### src/rtl/frame_sram_responder.sv
// Splits each 32-bit client request into two 16-bit async-SRAM accesses; optional range check via FRAME_SRAM_ADDR_CHECK_EN.
// Latency 2*(2+WAIT_STATES) cycles from acceptance; pause holds the client for exactly that long, one request per 2*(2+WAIT_STATES)+1 cycles.
module frame_sram_responder #(
   parameter int WAIT_STATES = 0,
   parameter int FRAME_WORDS = 76800
) (
   input  logic        clk,
   input  logic        rst_n,
   input  logic        req_en,
   input  logic [17:0] address,
   input  logic [31:0] data_write,
   input  logic        wren,
   output logic [31:0] data_read,
   output logic        pause,
   output logic [18:0] sram_addr,
   output logic [15:0] sram_dq_out,
   input  logic [15:0] sram_dq_in,
   output logic        sram_dq_oe,
   output logic        sram_ce_n,
   output logic        sram_oe_n,
   output logic        sram_we_n,
   output logic        addr_error
);

   localparam logic [2:0] IDLE      = 3'd0;
   localparam logic [2:0] LO_SETUP  = 3'd1;
   localparam logic [2:0] LO_STROBE = 3'd2;
   localparam logic [2:0] HI_SETUP  = 3'd3;
   localparam logic [2:0] HI_STROBE = 3'd4;

   localparam logic [2:0] LAST_STROBE = 3'(WAIT_STATES);

   typedef struct packed {
      logic [17:0] addr;
      logic [31:0] dat;
      logic        wr;
      logic        bad;
   } req_t;

   logic [2:0]  state;
   logic [2:0]  cnt;
   req_t        req_q;
   logic [15:0] lo_hold;
   logic        req_bad;
   logic        hi_half;
   logic        in_setup;
   logic        in_strobe;
   logic        active;

`ifdef FRAME_SRAM_ADDR_CHECK_EN
   assign req_bad = (32'(address) >= 32'(FRAME_WORDS));
`else
   assign req_bad = 1'b0;
`endif

   always_ff @(posedge clk or negedge rst_n) begin
      if (!rst_n) begin
         state      <= IDLE;
         cnt        <= 3'd0;
         req_q      <= '0;
         lo_hold    <= 16'd0;
         data_read  <= 32'd0;
         addr_error <= 1'b0;
      end else begin
         case (state)
            IDLE: begin
               if (req_en) begin
                  req_q      <= '{addr: address, dat: data_write, wr: wren, bad: req_bad};
                  addr_error <= addr_error | req_bad;
                  state      <= LO_SETUP;
               end
            end
            LO_SETUP: begin
               cnt   <= 3'd0;
               state <= LO_STROBE;
            end
            LO_STROBE: begin
               if (cnt == LAST_STROBE) begin
                  lo_hold <= sram_dq_in;
                  state   <= HI_SETUP;
               end else begin
                  cnt <= cnt + 3'd1;
               end
            end
            HI_SETUP: begin
               cnt   <= 3'd0;
               state <= HI_STROBE;
            end
            HI_STROBE: begin
               if (cnt == LAST_STROBE) begin
                  // Out-of-range reads never touched the SRAM, so they return zero.
                  if (!req_q.wr)
                     data_read <= req_q.bad ? 32'd0 : {sram_dq_in, lo_hold};
                  state <= IDLE;
               end else begin
                  cnt <= cnt + 3'd1;
               end
            end
            default: state <= IDLE;
         endcase
      end
   end

   // Strobes decode straight from state so reset drops them without waiting for a clock.
   assign hi_half   = (state == HI_SETUP) || (state == HI_STROBE);
   assign in_setup  = (state == LO_SETUP) || (state == HI_SETUP);
   assign in_strobe = (state == LO_STROBE) || (state == HI_STROBE);
   assign active    = (in_setup || in_strobe) && !req_q.bad;

   assign pause       = (state != IDLE);
   assign sram_addr   = {req_q.addr, hi_half};
   assign sram_dq_out = hi_half ? req_q.dat[31:16] : req_q.dat[15:0];
   assign sram_ce_n   = !active;
   assign sram_oe_n   = !(active && !req_q.wr);
   assign sram_we_n   = !(active && in_strobe && req_q.wr);
   assign sram_dq_oe  = active && req_q.wr;

endmodule

### config.mk
export PLATFORM = sky130hd
export DESIGN_NAME = frame_sram_responder
export DESIGN_NICKNAME = d
export VERILOG_FILES = /design/src/rtl/frame_sram_responder.sv
export SDC_FILE = /design/constraint.sdc
export NUM_CORES = 1
export LEC_CHECK = 0
export BUFFER_PORTS_ARGS = -buffer_cell sky130_fd_sc_hd__buf_4
export CAP_MARGIN = 15
export CORE_UTILIZATION = 55
export CTS_CLUSTER_SIZE = 20
export DETAILED_ROUTE_END_ITERATION = 7
export PLACE_DENSITY_LB_ADDON = 0.12
export SETUP_SLACK_MARGIN = 0.3
export SYNTH_ARGS = -nofsm -noshare
export SYNTH_HDL_FRONTEND = slang
export SYNTH_SLANG_ARGS = --single-unit
### constraint.sdc
create_clock -name clk -period 5.9 [get_ports clk]
set_input_delay 0.59 -clock clk [delete_from_list [all_inputs] [get_ports clk]]
set_output_delay 0.59 -clock clk [all_outputs]
set_load 0.05 [all_outputs]
==> results of run 1 <==
==> sequential cells by signal (all words and copies together) (netlist names) <==
name and flops:
req_q 33, data_read 32, sram_addr 18, lo_hold 16, cnt 3, state 3
==> cell families after synthesis <==
family | count (synthesis)
xor+xnor | 2
fa+ha+maj | 2
flops | 105
other cells | 1
buf+inv | 41
mux | 115
simple gates | 23
compound gates | 10
==> critical path, stage by stage (launching register included) <==
cell,delay [ns]
dfrtp_1,0.53
or3b_4,0.47
nand2_1,0.57
mux2_2,0.42
buf_4,0.19
==> worst max-delay path by stage <==
stage                       to
6_report       sram_dq_out[15]
5_1_grt        sram_dq_out[15]
4_1_cts        sram_dq_out[15]
3_5_place_dp   sram_dq_out[15]
3_3_place_gp    sram_dq_out[9]
2_1_floorplan  sram_dq_out[10]
==> stage by stage <==
| stage | hold WS, ns | cells | area [um2] |
|---|---|---|---|
| after floorplan | 0.294 | 299 | 4550 |
| after global placement | 0.486 | 509 | 5520 |
| after detailed placement | 0.491 | 509 | 5520 |
| after CTS | 0.110 | 525 | 5720 |
| after global routing | 0.126 | 525 | 5720 |
| final | 0.122 | 525 | 5720 |
==> Yosys cell counts (2+ instances only) <==
library cell,count
nor3_1,2
mux2_4,30
and3_1,2
nand2b_1,2
a211o_1,2
or3_1,2
dfrtp_1,105
mux2_2,85
buf_1,2
nor2_1,3
nand3b_1,2
ha_1,2
buf_2,8
inv_1,6
buf_6,3
nand2_1,4
buf_4,21
==> cells in the final DEF, fill, tap and decap left out, drive strengths merged, types with 3 or more instances in the layout <==
cell / Yosys / final
dfrtp: 105 / 105
inv: 6 / 8
buf: 34 / 143
clkbuf: 1 / 10
nor2: 3 / 3
mux2: 115 / 115
clkinv: 0 / 3
nand2: 4 / 4
==> metal layers <==
metal  up-vias  part of all wire [%]
met3        13                   6.7
met4         0                   2.0
met1      1361                    43
met2        85                    49
li1       1256                     -
met5         -                     0
==> area by class of cell <==
| cell class | instances | area, um2 | area share, % |
|---|---|---|---|
| Clock buffer | 10 | 128 | 2.23 |
| Sequential cell | 105 | 2630 | 45.9 |
| Multi-Input combinational cell | 153 | 1670 | 29.1 |
| Timing Repair Buffer | 143 | 1070 | 18.8 |
| Inverter | 6 | 22.5 | 0.394 |
| Tap cell | 102 | 128 | 2.23 |
| Clock inverter | 6 | 73.8 | 1.29 |
==> results.json, run 1 <==
{
  "yosysWarnings": 0,
  "syn_inst": 299,
  "num_antenna_cells": 0,
  "crit_start": "state[0]",
  "cts-root-buf": "clkbuf_8",
  "synth_top_area_share_pct": 57.7,
  "period_needed_ns": 3.11,
  "postRouteAntennaNets": 0,
  "place.gp.congestion": 0.802,
  "hp-class": "input port to asynchronous set/reset pin",
  "fp.dieW_um": 93.0,
  "num_io_pins": 143,
  "reg2reg_to": "data_read[12]",
  "start_kind": "flip-flop",
  "synth-main-ff-cell": "dfrtp_1",
  "path_clk_slew_ns": 0.09,
  "setup_violations": 0,
  "dieArea_um2": 8650,
  "slew_headroom_pct": 30.8,
  "antenna_found_initial": 0,
  "reg2reg_depth": 3,
  "max-cap-violations": 0,
  "syn_area_um2": 4550,
  "rrSetupSlack_ns": 3.42,
  "yosysSeqAreaShare_pct": 57.7,
  "grt.met2_usage_pct": 30.9,
  "muxShareOfSynthArea_pct": 30.9,
  "grt_remaining_overflow": 0,
  "cts_setup_buffers": 0,
  "use_met1_pct": 25.3,
  "cts_buffers": 9,
  "status": "complete, no violations",
  "grt_pass1_vias": 2685,
  "setup_slack_ns": 2.79,
  "track_usage_pct": 19.2,
  "clock.fmax_mhz": 321,
  "rsz0062_at_grt": "false",
  "drtIter0Drc": 70,
  "rows": 32,
  "drt_pass1_iterations": 4,
  "rr_startpoint": "state[0]",
  "clock_path_buffers": 2,
  "crit_fanout": 17,
  "crit_path_end_kind": "primary output",
  "route.detailed.drc": 0,
  "start_util_pct": 58.0,
  "grt_max_degree": 82,
  "synth_edf_count": 0,
  "yosys.area_share.simple_pct": 2.91,
  "routed_wl_um": 8010,
  "synth_area_leaders": "dfrtp_1 58%, mux2_2 21%, mux2_4 9.9%",
  "htree_levels": 3,
  "avgRoutedWirePerCell_um": 15.3,
  "critPathKind": "flip-flop to primary output",
  "busiest_layer": "met2",
  "grt_use_met3_pct": 4.47,
  "fin_nets": 490,
  "synth_compound_area_share_pct": 1.62,
  "fin_crit_sh_pct": 52.7,
  "dp_slack_ns": 3.16,
  "core_area_um2": 7850,
  "ys_ff_latch": 105,
  "holdBufCountCts": 0,
  "place_hpwl_um": 5610,
  "clkLatencyLatePin_ns": 0.35,
  "die_y_um": 93.0,
  "cts.sinks": 105,
  "yosysTopAreaCell": "dfrtp_1",
  "drive_gt1_share_pct": 65.7,
  "slew_viol_final": 0,
  "hold_viol": 0,
  "area_growth_pct": 25.6,
  "grt_pass1_wl_um": 12800,
  "utilization_pct": 72.9,
  "synth_fa_ha_area_share_pct": 0.550,
  "via_count": 2715,
  "fill_cells": 552,
  "worstMarginPinSlew_ns": 1.04,
  "cts_tree": "built",
  "ctsResizeCount": 0,
  "synthArstFlopShare_pct": 100,
  "io_buffers": 141,
  "synthXorXnorAreaFrac_pct": 0.385,
  "synth.distinct_cells": 35,
  "synth_top_family_by_area": "multiplexers",
  "finClkSkew_ns": 0.0145,
  "vias_per_cell": 5.17,
  "synth_nets": 371,
  "syn-mean-instance-area_um2": 15.2,
  "arrival_ns": 2.52,
  "fin_tns_setup_ns": 0,
  "cp_data_required_time_ns": 5.31
}
Power of run 1 is not shown: default switching activity piles up to over one toggle a cycle in this logic, so the estimate is an artifact.
==> inputs of run 2 (changes only) <==
Settings changed: CORE_UTILIZATION 55 to 46.
Clock period 5.9 ns to 2.8 ns, I/O delays scaled along.
==> results.json, run 2 (synthesis results as in run 1) <==
{
  "worstMarginPinSlew_ns": 0.692,
  "die_y_um": 101,
  "largest_reg_flops": 33,
  "rrSetupSlack_ns": 0.55,
  "cts_buffers": 9,
  "num_io_pins": 143,
  "cts.sinks": 105,
  "io_buffers": 141,
  "dieArea_um2": 10300,
  "reg2reg_to": "data_read[26]",
  "rr_startpoint": "state[0]",
  "clock.fmax_mhz": 413,
  "fp.dieW_um": 101,
  "top_layer": "met4",
  "cts_setup_buffers": 0,
  "setup_violations": 0,
  "crit_path_cell_trace": "or3b_4 > nand2_1 > buf_6 > mux2_2 > buf_4",
  "slew_headroom_pct": 53.9,
  "crit_path_max_incr_delay_ns": 0.50,
  "vias_per_cell": 4.84,
  "crit_fanout": 17,
  "clkLatencyLatePin_ns": 0.36,
  "via_count": 2689,
  "cp_data_required_time_ns": 2.52,
  "reg2reg_depth": 4,
  "crit_end": "sram_dq_out[5]",
  "area_growth_pct": 27.7,
  "fin_crit_sh_pct": 86.6,
  "stdcell_count": 556,
  "status": "complete, no violations",
  "wl_met2_um": 4090,
  "grt_remaining_overflow": 0,
  "arrival_ns": 2.14,
  "path_delay_family": "simple AND/OR/NAND/NOR gates",
  "cp.depth": 5,
  "routed_wl_um": 8450,
  "slew_viol_final": 0,
  "period_needed_ns": 2.42,
  "grt_pass1_vias": 2696,
  "fin_hold_ws_ns": 0.146,
  "place_hpwl_um": 5960,
  "drtIter0Drc": 76,
  "fin_tns_setup_ns": 0,
  "fin_nets": 494,
  "place.gp.congestion": 0.748,
  "grt_max_degree": 54,
  "hold_viol": 0,
  "path_clk_slew_ns": 0.10,
  "rows": 35,
  "top_register": "req_q",
  "avgRoutedWirePerCell_um": 15.2,
  "clock_path_buffers": 2,
  "route.detailed.drc": 0,
  "start_kind": "flip-flop",
  "wl_met3_um": 591,
  "path_buf_inv": 2,
  "cts-root-buf": "clkbuf_8",
  "dp_cells": 539,
  "max-cap-violations": 0,
  "core_area_um2": 9420,
  "wl_met1_um": 3700,
  "track_usage_pct": 16.7,
  "cts_tree": "built",
  "drt_pass1_iterations": 4,
  "postRouteAntennaNets": 0,
  "grt_pass1_wl_um": 13200,
  "crit_path_top_delay_cell": "dfrtp_2",
  "critPathKind": "flip-flop to primary output",
  "drive_gt1_share_pct": 66.3,
  "finClkSkew_ns": 0.0118,
  "rsz0062_at_grt": "false",
  "crit_path_end_kind": "primary output",
  "hp-class": "input port to flip-flop",
  "final_common_cell": "buf_4",
  "crit_start": "state[0]",
  "final_cell_mix": "143 x buf_4, 102 x dfrtp_1, 85 x mux2_2",
  "antenna_found_initial": 0,
  "num_antenna_cells": 0,
  "start_util_pct": 48.4,
  "htree_levels": 3
}
==> run 2: cell types whose count changed in the layout (fill, tap and decap cells not counted), sizes merged <==
cell         delta
buf             +3
clkinvlp        +2
clkbuf          +1
inv             -1
clkinv          -2
dlygate4sd3     +1
==> run 2: worst reg2reg max path, delay by kind of cell, from the launching register on <==
family,cells,cell delay [ns]
AND/OR/NAND/NOR,2,1.07
flip-flops,1,0.50
multiplexers,1,0.32
buffers and inverters,1,0.25
==> run 2: cell type report <==
type	count	area, um2
Fill cell	750	3600
Sequential cell	105	2630
Multi-Input combinational cell	153	1670
Timing Repair Buffer	147	1130
Tap cell	129	161
Clock buffer	11	131
Clock inverter	5	65.1
Inverter	6	22.5
==> run 2: routing by layer <==
metal  GRT usage [%]  up-vias
met4            5.57        0
met1            21.3     1336
met3            5.31        8
met2            27.1       85
li1                -     1260
met5               0        -
==> run 2: worst min path at each step <==
stage,slack [ns],cells past startpoint,to,from
after floorplan,-0.02,0,cnt[0],rst_n
after global placement,0.36,1,sram_addr[7],rst_n
after detailed placement,0.36,1,sram_addr[7],rst_n
after CTS,0.13,2,req_q[16],data_write[14]
after global routing,0.12,2,req_q[20],data_write[18]
final,0.15,2,req_q[8],data_write[6]
==> run 2: stage by stage <==
| stage | utilization (%) | setup slack, ns | area, um2 |
|---|---|---|---|
| floorplan | - | 0.764 | 4550 |
| finish | 61.7 | 0.376 | 5810 |
| global placement | 59.5 | 0.542 | 5600 |
| detailed placement | 59.5 | 0.518 | 5600 |
| CTS | 61.7 | 0.353 | 5810 |
| global route | 61.7 | 0.300 | 5810 |
==> run 2: timing repair <==
| action | in CTS | in global routing |
|---|---|---|
| resized for setup | 2 | 2 |
| hold endpoints to repair | 52 | 0 |
| endpoints found under the setup margin | 16 | 16 |
| hold buffers | 1 | 0 |
Power of run 2 is left out for the same reason.
